--- config.mk ---
export PLATFORM = sky130hd
export DESIGN_NAME = spm_driver
export DESIGN_NICKNAME = d
export VERILOG_FILES = /design/src/rtl/spm_driver.sv
export SDC_FILE = /design/constraint.sdc
export NUM_CORES = 1
export LEC_CHECK = 0
export ABC_AREA = 1
export CORE_MARGIN = 4
export CORE_UTILIZATION = 40
export DETAILED_ROUTE_END_ITERATION = 8
export DONT_BUFFER_PORTS = 1
export SETUP_SLACK_MARGIN = 0.4
export SLEW_MARGIN = 20
export SYNTH_ARGS = -nofsm -noshare
export SYNTH_HDL_FRONTEND = slang
export SYNTH_SLANG_ARGS = --single-unit
--- constraint.sdc ---
create_clock -name clk -period 1.95 [get_ports clk]
set_clock_uncertainty 0.2 [all_clocks]
set_input_delay 0.195 -clock clk [delete_from_list [all_inputs] [get_ports clk]]
set_output_delay 0.195 -clock clk [all_outputs]
set_load 0.05 [all_outputs]
--- src/rtl/spm_driver.sv ---
// Host-side driver for the serial-parallel multiplier: loads x in parallel, streams y
// LSB-first with sign/zero extension, and deserializes the serial product into out_p.
module spm_driver #(
  parameter int WIDTH  = 32,
  parameter int PLAT   = 1,
  parameter bit SIGNED = 1'b1
) (
  input  logic                 clk,
  input  logic                 rst,
  input  logic                 in_valid,
  output logic                 in_ready,
  input  logic [WIDTH-1:0]     in_x,
  input  logic [WIDTH-1:0]     in_y,
  output logic [WIDTH-1:0]     spm_x,
  output logic                 spm_y,
  output logic                 spm_clr,
  input  logic                 spm_p,
  output logic                 out_valid,
  input  logic                 out_ready,
  output logic [2*WIDTH-1:0]   out_p
);

  localparam int PW = 2 * WIDTH;
  localparam int CW = $clog2(PW + PLAT + 1);
  localparam logic [CW-1:0] SHIFT_LAST = CW'(PW - 1);
  localparam logic [CW-1:0] DRAIN_LAST = CW'(PW + PLAT - 1);
  localparam logic [CW-1:0] CAP_FIRST  = CW'(PLAT);
  localparam logic [CW-1:0] CNT_ONE    = CW'(1);

  typedef enum logic [2:0] {
    S_IDLE  = 3'd0,
    S_CLEAR = 3'd1,
    S_SHIFT = 3'd2,
    S_DRAIN = 3'd3,
    S_DONE  = 3'd4
  } state_e;

  state_e           state_q, state_d;
  logic [CW-1:0]    cnt_q, cnt_d;
  logic [WIDTH-1:0] sh_q, sh_d;
  logic             fill_q, fill_d;
  logic [WIDTH-1:0] spm_x_q, spm_x_d;
  logic             spm_y_q, spm_y_d;
  logic             spm_clr_q, spm_clr_d;
  logic             in_ready_q, in_ready_d;
  logic             out_valid_q, out_valid_d;
  logic [PW-1:0]    out_p_q, out_p_d;
  logic             cap_s;

  // State, counter and registered-output update
  always_ff @(posedge clk or negedge rst) begin
    if (!rst) begin
      state_q     <= S_IDLE;
      cnt_q       <= '0;
      sh_q        <= '0;
      fill_q      <= 1'b0;
      spm_x_q     <= '0;
      spm_y_q     <= 1'b0;
      spm_clr_q   <= 1'b0;
      in_ready_q  <= 1'b0;
      out_valid_q <= 1'b0;
      out_p_q     <= '0;
    end else begin
      state_q     <= state_d;
      cnt_q       <= cnt_d;
      sh_q        <= sh_d;
      fill_q      <= fill_d;
      spm_x_q     <= spm_x_d;
      spm_y_q     <= spm_y_d;
      spm_clr_q   <= spm_clr_d;
      in_ready_q  <= in_ready_d;
      out_valid_q <= out_valid_d;
      out_p_q     <= out_p_d;
    end
  end

  // Next-state and next-output logic
  always_comb begin
    state_d     = state_q;
    cnt_d       = cnt_q;
    sh_d        = sh_q;
    fill_d      = fill_q;
    spm_x_d     = spm_x_q;
    spm_y_d     = 1'b0;
    spm_clr_d   = 1'b0;
    in_ready_d  = in_ready_q;
    out_valid_d = out_valid_q;
    out_p_d     = out_p_q;
    cap_s       = 1'b0;

    case (state_q)
      S_IDLE: begin
        in_ready_d = 1'b1;
        if (in_valid && in_ready_q) begin
          spm_x_d    = in_x;
          sh_d       = in_y;
          fill_d     = in_y[WIDTH-1] & SIGNED;
          in_ready_d = 1'b0;
          spm_clr_d  = 1'b1;
          state_d    = S_CLEAR;
        end else begin
          state_d = S_IDLE;
        end
      end

      S_CLEAR: begin
        cnt_d   = '0;
        spm_y_d = sh_q[0];
        sh_d    = {fill_q, sh_q[WIDTH-1:1]};
        state_d = S_SHIFT;
      end

      S_SHIFT: begin
        cnt_d = cnt_q + CNT_ONE;
        cap_s = (cnt_q >= CAP_FIRST);
        if (cnt_q == SHIFT_LAST) begin
          // Extension bit keeps flowing while the pipelined tail drains
          state_d     = (PLAT == 0) ? S_DONE : S_DRAIN;
          out_valid_d = (PLAT == 0);
          spm_y_d     = (PLAT == 0) ? 1'b0 : fill_q;
        end else begin
          spm_y_d = sh_q[0];
          sh_d    = {fill_q, sh_q[WIDTH-1:1]};
        end
      end

      S_DRAIN: begin
        cnt_d = cnt_q + CNT_ONE;
        cap_s = 1'b1;
        if (cnt_q == DRAIN_LAST) begin
          state_d     = S_DONE;
          out_valid_d = 1'b1;
        end else begin
          spm_y_d = fill_q;
        end
      end

      S_DONE: begin
        if (out_ready) begin
          out_valid_d = 1'b0;
          in_ready_d  = 1'b1;
          state_d     = S_IDLE;
        end else begin
          state_d = S_DONE;
        end
      end

      default: begin
        state_d     = S_IDLE;
        cnt_d       = '0;
        in_ready_d  = 1'b0;
        out_valid_d = 1'b0;
      end
    endcase

    if (cap_s) begin
      out_p_d = {spm_p, out_p_q[PW-1:1]};
    end else begin
      out_p_d = out_p_q;
    end
  end

  assign in_ready  = in_ready_q;
  assign spm_x     = spm_x_q;
  assign spm_y     = spm_y_q;
  assign spm_clr   = spm_clr_q;
  assign out_valid = out_valid_q;
  assign out_p     = out_p_q;

endmodule

==> flow_summary.toml, run 1 <==
[status]
status = "complete, but fails checks"
failed_checks = "negative hold slack"

[logic_synthesis]
synth.avg_cell_area_sq_um = 8.19
yosys.cell_types.count = 26
synthArstFlopShare_pct = 100
synth_fp_nets = 836
yosysSeqAreaShare_pct = 57.2
synth_edf_count = 0
ys_ff_latch = 143
ys_warn_count = 0
synth.cell_area_sq_mm = 0.00626
synthFlopType = "dfrtp_1"
synthCells = 764

[power_and_ir_drop]
swShare_pct = 47.5
power_mw = 17.7
ir_drop_uv = 992
p_per_area_mw_per_mm2 = 2000
internal_power_mw = 9.30
power_leakage_nw = 4.39
power.share.clock_pct = 17.8
switching_power_mw = 8.42
seq_power_share_pct = 39.8
p_comb_share_pct = 42.4

[global_routing]
antenna_found_initial = 0
globalRouteOverflowTotal = 0
grt_max_degree = 144
grt.total_usage_pct = 17.9
grt_pass1_vias = 5127
grt_first_pass_wirelength_microns = 25900

[hold_path]
hp-class = "in -> async"

[timing]
hold_slack_ps = -725
max_freq_mhz = 543
slew_headroom_pct = 61.6
period_minus_slack_ps = 1840
layout_setup_ws_ps = 109
setup_viol = 0
rsz0062_at_grt = "yes"
maxSlewViolCount = 0
worstMarginPinSlew_ps = 577
hold_viol = 143
post-route-period-util_pct = 94.4

[floorplanning]
dieArea_sq_mm = 0.0177
die_x_microns = 133
rows = 45
start_util_pct = 41.0
core-area_sq_mm = 0.0153
die_h_microns = 133
io_pins = 169

[detailed_routing]
wl_per_cell_microns = 15.8
first_iter_violations = 264
dr_total_vias = 5315
drtAntennaViolNets = 0
vias_per_cell = 4.87
drcViolationCount = 0
wirelength_microns = 17200
firstDrtPassIters = 7

[setup_path]
regToRegSetupSlack_ps = 110
worstRegToRegCells = 8
r2r-start = "cnt_q[0]"
worstPathMaxFanout = 8
start_kind = "flip-flop"
slowest_delay_ps = 420
path_common_cell = "buf_12"
cp.required_ps = 2090
crit_type = "reg -> reg"
regToRegEndpoint = "out_p[49]"
worstPathArrival_ps = 1980
path_cells = "ha_2, nand3b_1, o21ai_4, buf_12, buf_12, clkbuf_16, nand2_1, o21ai_1"
crit_slowest_cell = "dfrtp_2"
setup.worst_path.end_class = "flip-flop"

[clocking]
cts_buffers = 17
cts.path.max_buffers = 2
htree_levels = 4
clk_latency_ps = 420
root_buffer = "clkbuf_16"
clock_sinks = 143
postCtsHoldBufs = 67
cts_tree = "yes"
clkSlewWorstSetupHoldPaths_ps = 60

[place]
post-dp-hpwl_microns = 8870
dp.cells = 951
io_buffers = 0
place.gp.congestion = 0.843
post-place-ws_ps = -19.1

[final_layout]
areaGrowthSynthToFinish_pct = 41.8
drive_above_1_share_pct = 22.4
final_core_util_pct = 58.2
fin_nets = 940
fin_cells = 1092
diodes = 0

[flow_run]
maxCapViolations = 0
-- final cells by class --
| cell class | count | area, sq um |
|---|---|---|
| Sequential cell | 143 | 3580 |
| Tap cell | 211 | 264 |
| Timing Repair Buffer | 116 | 1480 |
| Fill cell | 1287 | 6380 |
| Inverter | 84 | 353 |
| Multi-Input combinational cell | 506 | 2610 |
| Clock inverter | 14 | 143 |
| Clock buffer | 18 | 439 |
-- cell usage in the layout (no fill, tap or decap), types with 2 or more instances in the layout --
cell and count:
nand3_1 40, nor2_1 5, dfrtp_1 138, nand4_1 3
nand3_2 2, o21ai_1 39, nand2_2 52, o21ai_0 21
bufinv_16 2, nand2_1 284, dlygate4sd3_1 67, buf_16 6
clkinv_4 3, a21oi_1 2, clkinv_2 5, buf_12 11
nor3_1 3, inv_2 2, nor2_4 7, nand2_4 20
inv_1 77, buf_4 16, dfrtp_2 5, inv_4 2
buf_6 6, clkbuf_16 26, nand2_8 4, o21ai_2 12
a21oi_2 2, clkinvlp_4 4
-- how the worst max path moves through the flow --
stage                  start   endpoint  slack [ps]  depth (start not counted)
floorplan           cnt_q[0]   sh_q[10]         310                          9
CTS                 cnt_q[0]   out_p[3]         130                          9
global route        cnt_q[1]   out_p[9]          40                          9
finish              cnt_q[0]  out_p[49]         110                          8
global placement    cnt_q[0]   sh_q[31]          30                          8
detailed placement  cnt_q[0]   sh_q[24]         -20                          8
-- per-stage QoR --
stage                     instance area (sq um)  setup TNS [ps]
final                                      8880               0
after global placement                     6460               0
after CTS                                  8270               0
after global routing                       8880               0
after detailed placement                   6460            -116
after floorplan                            6290               0
-- repair_timing --
action,in CTS,in global routing
gates cloned,11,11
setup buffers,19,1
setup endpoints to repair,133,137
endpoints found under the hold margin,213,143
gates resized for setup,41,161
pin swaps,31,18
-- power groups by stage --
| stage | clock network (mW) | registers, mW | logic [mW] |
|---|---|---|---|
| after floorplan | 0 | 6.80 | 3.73 |
| after global placement | 0 | 7.01 | 4.16 |
| after detailed placement | 0 | 7.03 | 4.34 |
| after CTS | 3.23 | 7.00 | 6.41 |
| after global routing | 3.39 | 7.18 | 8.22 |
| final | 3.16 | 7.06 | 7.51 |
-- cell usage after synthesis (2+ instances only) --
master	count	area share (%)
a21oi_1	4	0.32
buf_2	24	1.9
buf_4	7	0.84
buf_6	3	0.54
clkbuf_1	2	0.12
dfrtp_1	143	57
ha_1	3	0.60
inv_1	80	4.8
inv_2	3	0.18
nand2_1	353	21
nand2_4	3	0.54
nand3_1	41	3.3
nand4_1	3	0.30
nor2_1	9	0.54
nor2_4	2	0.36
nor3_1	3	0.24
o21ai_0	72	5.8
-- flip-flops by register name, indices dropped and copies added, names as in the netlist --
name,count
fill_q,1
spm_x,32
out_p,64
sh_q,32
out_valid,1
spm_y,1
in_ready,1
spm_clr,1
cnt_q,7
state_q,3
-- worst max-delay path, delay by kind of cell (launching register included) --
family / cells / cell delay, ps
AO/OA/AOI/OAI: 2 / 280
adder cells (fa/ha/maj): 1 / 170
buffers and inverters: 3 / 440
AND/OR/NAND/NOR: 2 / 250
flip-flops: 1 / 420
-- routing by layer --
metal	GRT usage (%)	up-vias	part of all wire (%)	wire length [microns]
met5	0	-	0	0
met1	21.4	2535	41	6980
li1	-	2560	-	-
met3	6.23	19	7.5	1290
met2	30.3	201	51	8720
met4	5.94	0	1.4	238
-- cells by family (layout without fill, tap and decap cells) --
kind of cell	Yosys count	in the layout	share of synthesized area, %
compound gates	79	79	6.46
xor+xnor	1	1	0.140
fa+ha+maj	3	3	0.600
buf+inv	120	232	8.50
flops	143	143	57.2
simple gates	418	423	27.1
Power figures use the tool's default switching activity.
==> run 2, diff against run 1 <==
- CORE_UTILIZATION: 40 -> 30
==> flow_summary.toml, run 2 (synthesized netlist as in run 1, its figures left out) <==
[detailed_routing]
wirelength_microns = 17100
first_iter_violations = 236
dr_total_vias = 5232
drcViolationCount = 0
wl_per_cell_microns = 14.7
vias_per_cell = 4.51
firstDrtPassIters = 4
drtAntennaViolNets = 0

[timing]
post-route-period-util_pct = 93.9
hold_slack_ps = -727
rsz0062_at_grt = "yes"
layout_setup_ws_ps = 118
setup_viol = 0
maxSlewViolCount = 0
hold_viol = 143
max_freq_mhz = 546
slew_headroom_pct = 62.6
worstMarginPinSlew_ps = 562
period_minus_slack_ps = 1830

[setup_path]
worstPathArrival_ps = 1970
worstRegToRegCells = 8
crit_path_end = "out_p[32]"
worstPathMaxFanout = 8
regToRegEndpoint = "out_p[32]"
crit_path_start = "cnt_q[0]"
crit_type = "reg -> reg"
cp.required_ps = 2090
regToRegSetupSlack_ps = 120
r2r-start = "cnt_q[0]"
setup.worst_path.end_class = "flip-flop"
start_kind = "flip-flop"

[place]
post-place-ws_ps = -3.30
io_buffers = 0
post-dp-hpwl_microns = 9400
dp.cells = 1020
place.gp.congestion = 0.803

[clocking]
root_buffer = "clkbuf_16"
clkSlewWorstSetupHoldPaths_ps = 60
cts_tree = "yes"
clock_sinks = 143
cts_buffers = 17
clk_latency_ps = 410
postCtsHoldBufs = 67
htree_levels = 4
cts.path.max_buffers = 2

[final_layout]
fin_cells = 1159
layout_common_cells = "nand2_1 (330), dfrtp_1 (139), inv_1 (77)"
largest_register_ffs = 64
areaGrowthSynthToFinish_pct = 39.3
diodes = 0
fin_nets = 950
drive_above_1_share_pct = 17.0
final_common_cell = "nand2_1"

[global_routing]
grt_pass1_vias = 5126
grt_max_degree = 144
antenna_found_initial = 0
globalRouteOverflowTotal = 0
grt.total_usage_pct = 14.1
grt_first_pass_wirelength_microns = 26900

[flow_run]
maxCapViolations = 0

[power_and_ir_drop]
power_mw = 17.5
p_per_area_mw_per_mm2 = 2010
power_leakage_nw = 4.23
ir_drop_uv = 771

[status]
status = "complete, but fails checks"
failed_checks = "negative hold slack"

[floorplanning]
io_pins = 169
core-area_sq_mm = 0.0204
die_x_microns = 152
rows = 52
dieArea_sq_mm = 0.0232
die_h_microns = 152
start_util_pct = 30.7

[hold_path]
hp-class = "in -> async"
-- run 2: changes by cell type in the layout (fill, tap and decap cells not counted), moves of 3 or more --
cell	change
buf_6	+13
nand2_1	+46
nand2_2	-30
nand3_1	-3
buf_4	+5
o21ai_2	-8
o21ai_1	+7
nand2_4	-15
clkbuf_16	-4
-- run 2: worst min path at each step --
stage / endpoint / start / cells after the start / slack [ps]
final: out_p[16] / rst / 0 / -730
after global routing: out_p[16] / rst / 0 / -760
after CTS: spm_x[25] / rst / 0 / -750
after detailed placement: out_p[17] / rst / 0 / -300
after global placement: out_p[16] / rst / 0 / -300
after floorplan: cnt_q[0] / rst / 0 / -300
-- run 2: report_power, final --
| part | internal, mW | total [mW] | switching, mW |
|---|---|---|---|
| sequential | 3.99 | 6.99 | 3.00 |
| combinational | 3.39 | 7.35 | 3.96 |
| clock | 1.93 | 3.20 | 1.27 |
-- run 2: metal layers --
metal  wire (microns)  up-vias  track usage, %
met4              242        0            4.50
met3             1450       17            5.79
met5                0        -               0
met1             7230     2484            17.5
li1                 -     2577               -
met2             8130      154            22.6
-- run 2: critical path, cell delays in order, from the launching register on --
cell	delay, ps
dfrtp_2	430
ha_4	160
nand3b_1	190
o21ai_4	200
buf_12	130
buf_12	140
clkbuf_16	160
nand2_2	40
o21ai_1	100
-- run 2: final cells by class --
class / instances / area, sq um
clock inverter: 10 / 115
inverter: 84 / 335
timing repair buffer: 127 / 1500
multi-input combinational: 505 / 2390
sequential: 143 / 3580
tap: 270 / 338
fill: 1918 / 11600
clock buffer: 20 / 457
-- run 2: stage by stage --
stage	utilization, %	cell area [sq um]	TNS (ps)
detailed placement	32.6	6640	-6.47
finish	42.8	8720	0
global placement	32.6	6640	0
global route	42.8	8720	0
CTS	41.3	8410	0
floorplan	-	6290	0
-- run 2: repair_timing --
action	4_1_cts	5_1_grt
setup endpoints to repair	134	137
pin swaps	19	7
gates cloned	9	7
hold endpoints to repair	212	143
gates resized for setup	72	68
buffers inserted	22	4
==> RTL edit 1 (settings of run 2) <==
Change the parameter `WIDTH` from 32 to 64.
--- a/src/rtl/spm_driver.sv
+++ b/src/rtl/spm_driver.sv
@@ -1,7 +1,7 @@
 // Host-side driver for the serial-parallel multiplier: loads x in parallel, streams y
 // LSB-first with sign/zero extension, and deserializes the serial product into out_p.
 module spm_driver #(
-  parameter int WIDTH  = 32,
+  parameter int WIDTH  = 64,
   parameter int PLAT   = 1,
   parameter bit SIGNED = 1'b1
 ) (
Ports: changed (resized in_x, in_y, out_p and spm_x); port bits go from 169 to 329. No check against the original RTL was run, so the function may have changed too.
==> RTL edit 1 against run 2 <==
The flow still finishes with violations (negative hold slack). Combinational power increased by 110%. Power is 91% higher. Critical path depth rose by 1. Routed wire length rose by 130%. Final cell count up 87%. Sequential cell count rose by 129. Global-route usage grew 0.82 points. Area after synthesis rose by 90%. Setup slack worse by 58 ps. Cell area increased by 100%. Sequential share of layout area decreased by 2.0 points.
==> RTL edit 1: results (changes against run 2) <==
status: complete, but fails checks
failing checks: negative hold slack
Synth Area in Compound Gates: 0.525% (-5.9 points)
met2 wire length: 19.1 mm (+130%)
clock buffer count from CTS: 31 (+14)
met1 Use GR: 19.4% (+1.9 points)
Placer Congestion: 0.797 (-0.76%)
hold_ws: -882 ps (-155 ps)
max reg flops: 128 (+100%)
pre-CTS WS: -32.2 ps (-28.9 ps)
Worst VDD drop: 0.923 mV (+20%)
Clock-cell share: 6.43% (-0.12 points)
multi-input gates: 1,053 (+110%)
M3 GR Usage: 5.40% (-0.40 points)
combinational power: 0.0158 W (+110%)
R2R depth: 9 (+1)
sequential share of cell area: 39.1% (-2.0 points)
# Taps: 518 (+92%)
final hold vios: 272 (+90%)
sequential share of power: 33.8% (-6.0 points)
R2R Setup Slk: 60 ps (-60 ps)
# clk buffers: 46 (+130%)
register area: 6810 um2 (+90%)
switching pwr: 0.0154 W (+88%)
Pre-Repair DR Iteration Count: 7 (+3)
Unique masters post-synth: 25 (-3.8%)
Final non-clock buffer share: 18.8% (+1.6 points)
syn_nets: 1,571 (+88%)
worst setup path end: out_p[1]
## RTL edit 1: cell count changes after synthesis, moves of 4 or more
cell      change
o21ai_0      -64
nand3_2      +21
inv_1        -71
nand2_1     +383
dfrtp_1     +129
nor2_1        +9
buf_4         +5
clkbuf_1      +4
nand3_1     +204
buf_2        +44
## RTL edit 1: timing repair
action | in CTS | in global routing
resized for setup | 19 | 281
gates cloned | 4 | 42
pin swaps | 6 | 64
setup endpoints to repair | 459 | 465
hold endpoints to repair | 406 | 272
setup buffers | 9 | 9
## RTL edit 1: critical path, cell delays in order, from the launching register on
cell and delay, ps:
dfrtp_1 420, inv_2 110, ha_4 120, nor3b_2 150
nand4_1 120, buf_6 190, clkbuf_16 170, clkbuf_16 160
nand3_1 70, nand2_1 70
==> RTL edit 2 (flow settings as in run 2) <==
Made on the original files. Re-encode `state_e` (5 states) as Gray code, 3 bits wide.
--- a/src/rtl/spm_driver.sv
+++ b/src/rtl/spm_driver.sv
@@ -28,11 +28,11 @@
   localparam logic [CW-1:0] CNT_ONE    = CW'(1);
 
   typedef enum logic [2:0] {
-    S_IDLE  = 3'd0,
-    S_CLEAR = 3'd1,
-    S_SHIFT = 3'd2,
-    S_DRAIN = 3'd3,
-    S_DONE  = 3'd4
+    S_IDLE  = 3'b000,
+    S_CLEAR = 3'b001,
+    S_SHIFT = 3'b011,
+    S_DRAIN = 3'b010,
+    S_DONE  = 3'b110
   } state_e;
 
   state_e           state_q, state_d;
Behaviour: same outputs for any inputs over 10 cycles, from zero or initial values and one cycle with rst low; not proved beyond that.
==> RTL edit 2 against run 2 <==
Routed wire length rose by 23%. Setup slack got worse by 29 ps. The flow still finishes with violations (negative hold slack). Final cell count rose by 2.4%. Sequential cell count did not move. Area after synthesis fell by 0.26%. Non-clock buffer count rose by 20. Critical path depth rose by 1. Fmax fell by 1.5%. Cell area rose by 10%. First-iteration DRC count rose by 37%.
Power is not compared: it rests on default switching activity, and its combinational part moved more than twofold at a synthesized area within 25%.
==> RTL edit 2: results (changes against run 2) <==
FF-to-FF End: out_p[42]
GRT Util Overall: 16.6% (+2.5 points)
sequential fraction of the synthesis area: 57.3% (+0.15 points)
relative slew slack: 59.4% (-3.2 points)
Synth Area in Adders: 0.601% (+0.0016 points)
CP arrival: 2020 ps (+50 ps)
first-pass GRT wire length: 31.3 mm (+16%)
pre-CTS WS: 129 ps (+132 ps)
worst setup margin: 89.4 ps (-28.7 ps)
GR Layer Usage met2: 26.5% (+3.9 points)
R2R depth: 9 (+1)
Routed WL per cell: 17.6 um (+20%)
share of the synthesized area in the top cell type: 57.3% (+0.15 points)
clock latency on the worst-skew pair: 430 ps (+20 ps)
reg-to-reg startpoint: cnt_q[1]
via count: 5,764 (+10%)
Placer Congestion: 0.783 (-2.6%)
syn_nets: 845 (+1.1%)
M3 GR Usage: 6.31% (+0.51 points)
vias in the first global route: 5,663 (+10%)
XOR/XNOR share of the synthesized area: 0.281% (+0.14 points)
HPWL Detailed: 9.99 mm (+6.3%)
peak fanout along the critical path: 16 (+8)
DR iter-0 viols: 324 (+37%)
hold_ws: -744 ps (-17.1 ps)
Post-CTS Resized: 93 (+29%)
Final Net Count: 976 (+2.7%)
Pre-Repair DR Iteration Count: 5 (+1)
Worst path slowest cell: dfrtp_1
failing checks: negative hold slack
status: complete, but fails checks
Placed Cells: 1,017 (-0.29%)
Unique masters post-synth: 22 (-15%)
final hold vios: 143 (unchanged)
Cell Count, Final, Fillers Out: 1,187 (+2.4%)
initial antenna violation count: 0 (unchanged)
dominant cells by area after synthesis: dfrtp_1 57%, nand2_1 25%, nand3_1 8.3%
met1 Use GR: 20.6% (+3.1 points)
met1 WL: 8.32 mm (+15%)
Synth Area in Compound Gates: 0.802% (-5.7 points)
# Post-CTS Setup Buffers: 34 (+55%)
fraction of layout cells with a size suffix above 1: 30.2% (+13 points)
Top Family by Delay on Critical Path: simple AND/OR/NAND/NOR gates
Post-synth top cells: 418 x nand2_1, 143 x dfrtp_1, 103 x nand3_1
hold buffers post-CTS: 66 (-1.5%)
Max stage delay on crit path: 400 ps (-30 ps)
met2 wire length: 10.3 mm (+26%)
[RTL edit 2: stage by stage]
step	area (um2)	util, %	hold WS [ps]
2_1_floorplan	6320	-	-301
3_3_place_gp	6560	32.2	-295
3_5_place_dp	6560	32.2	-295
4_1_cts	8930	43.8	-763
5_1_grt	9620	47.2	-766
6_report	9620	47.2	-744
[RTL edit 2: layout make-up]
| cell class | instances | area (um2) |
|---|---|---|
| clock buffer | 17 | 425 |
| timing repair inverter | 5 | 70.1 |
| clock inverter | 15 | 233 |
| inverter | 17 | 87.6 |
| tap | 270 | 338 |
| fill | 1802 | 10700 |
| sequential | 143 | 3600 |
| multi-input combinational | 573 | 2990 |
| timing repair buffer | 147 | 1870 |
[RTL edit 2: cell families (layout without fill, tap and decap cells)]
logic type | count (synthesis) | after routing
AO/OA/AOI/OAI | 10 | 10
XOR/XNOR | 2 | 2
adder cells (fa/ha/maj) | 3 | 3
flip-flops | 143 | 143
buffers and inverters | 60 | 201
AND/OR/NAND/NOR | 555 | 558
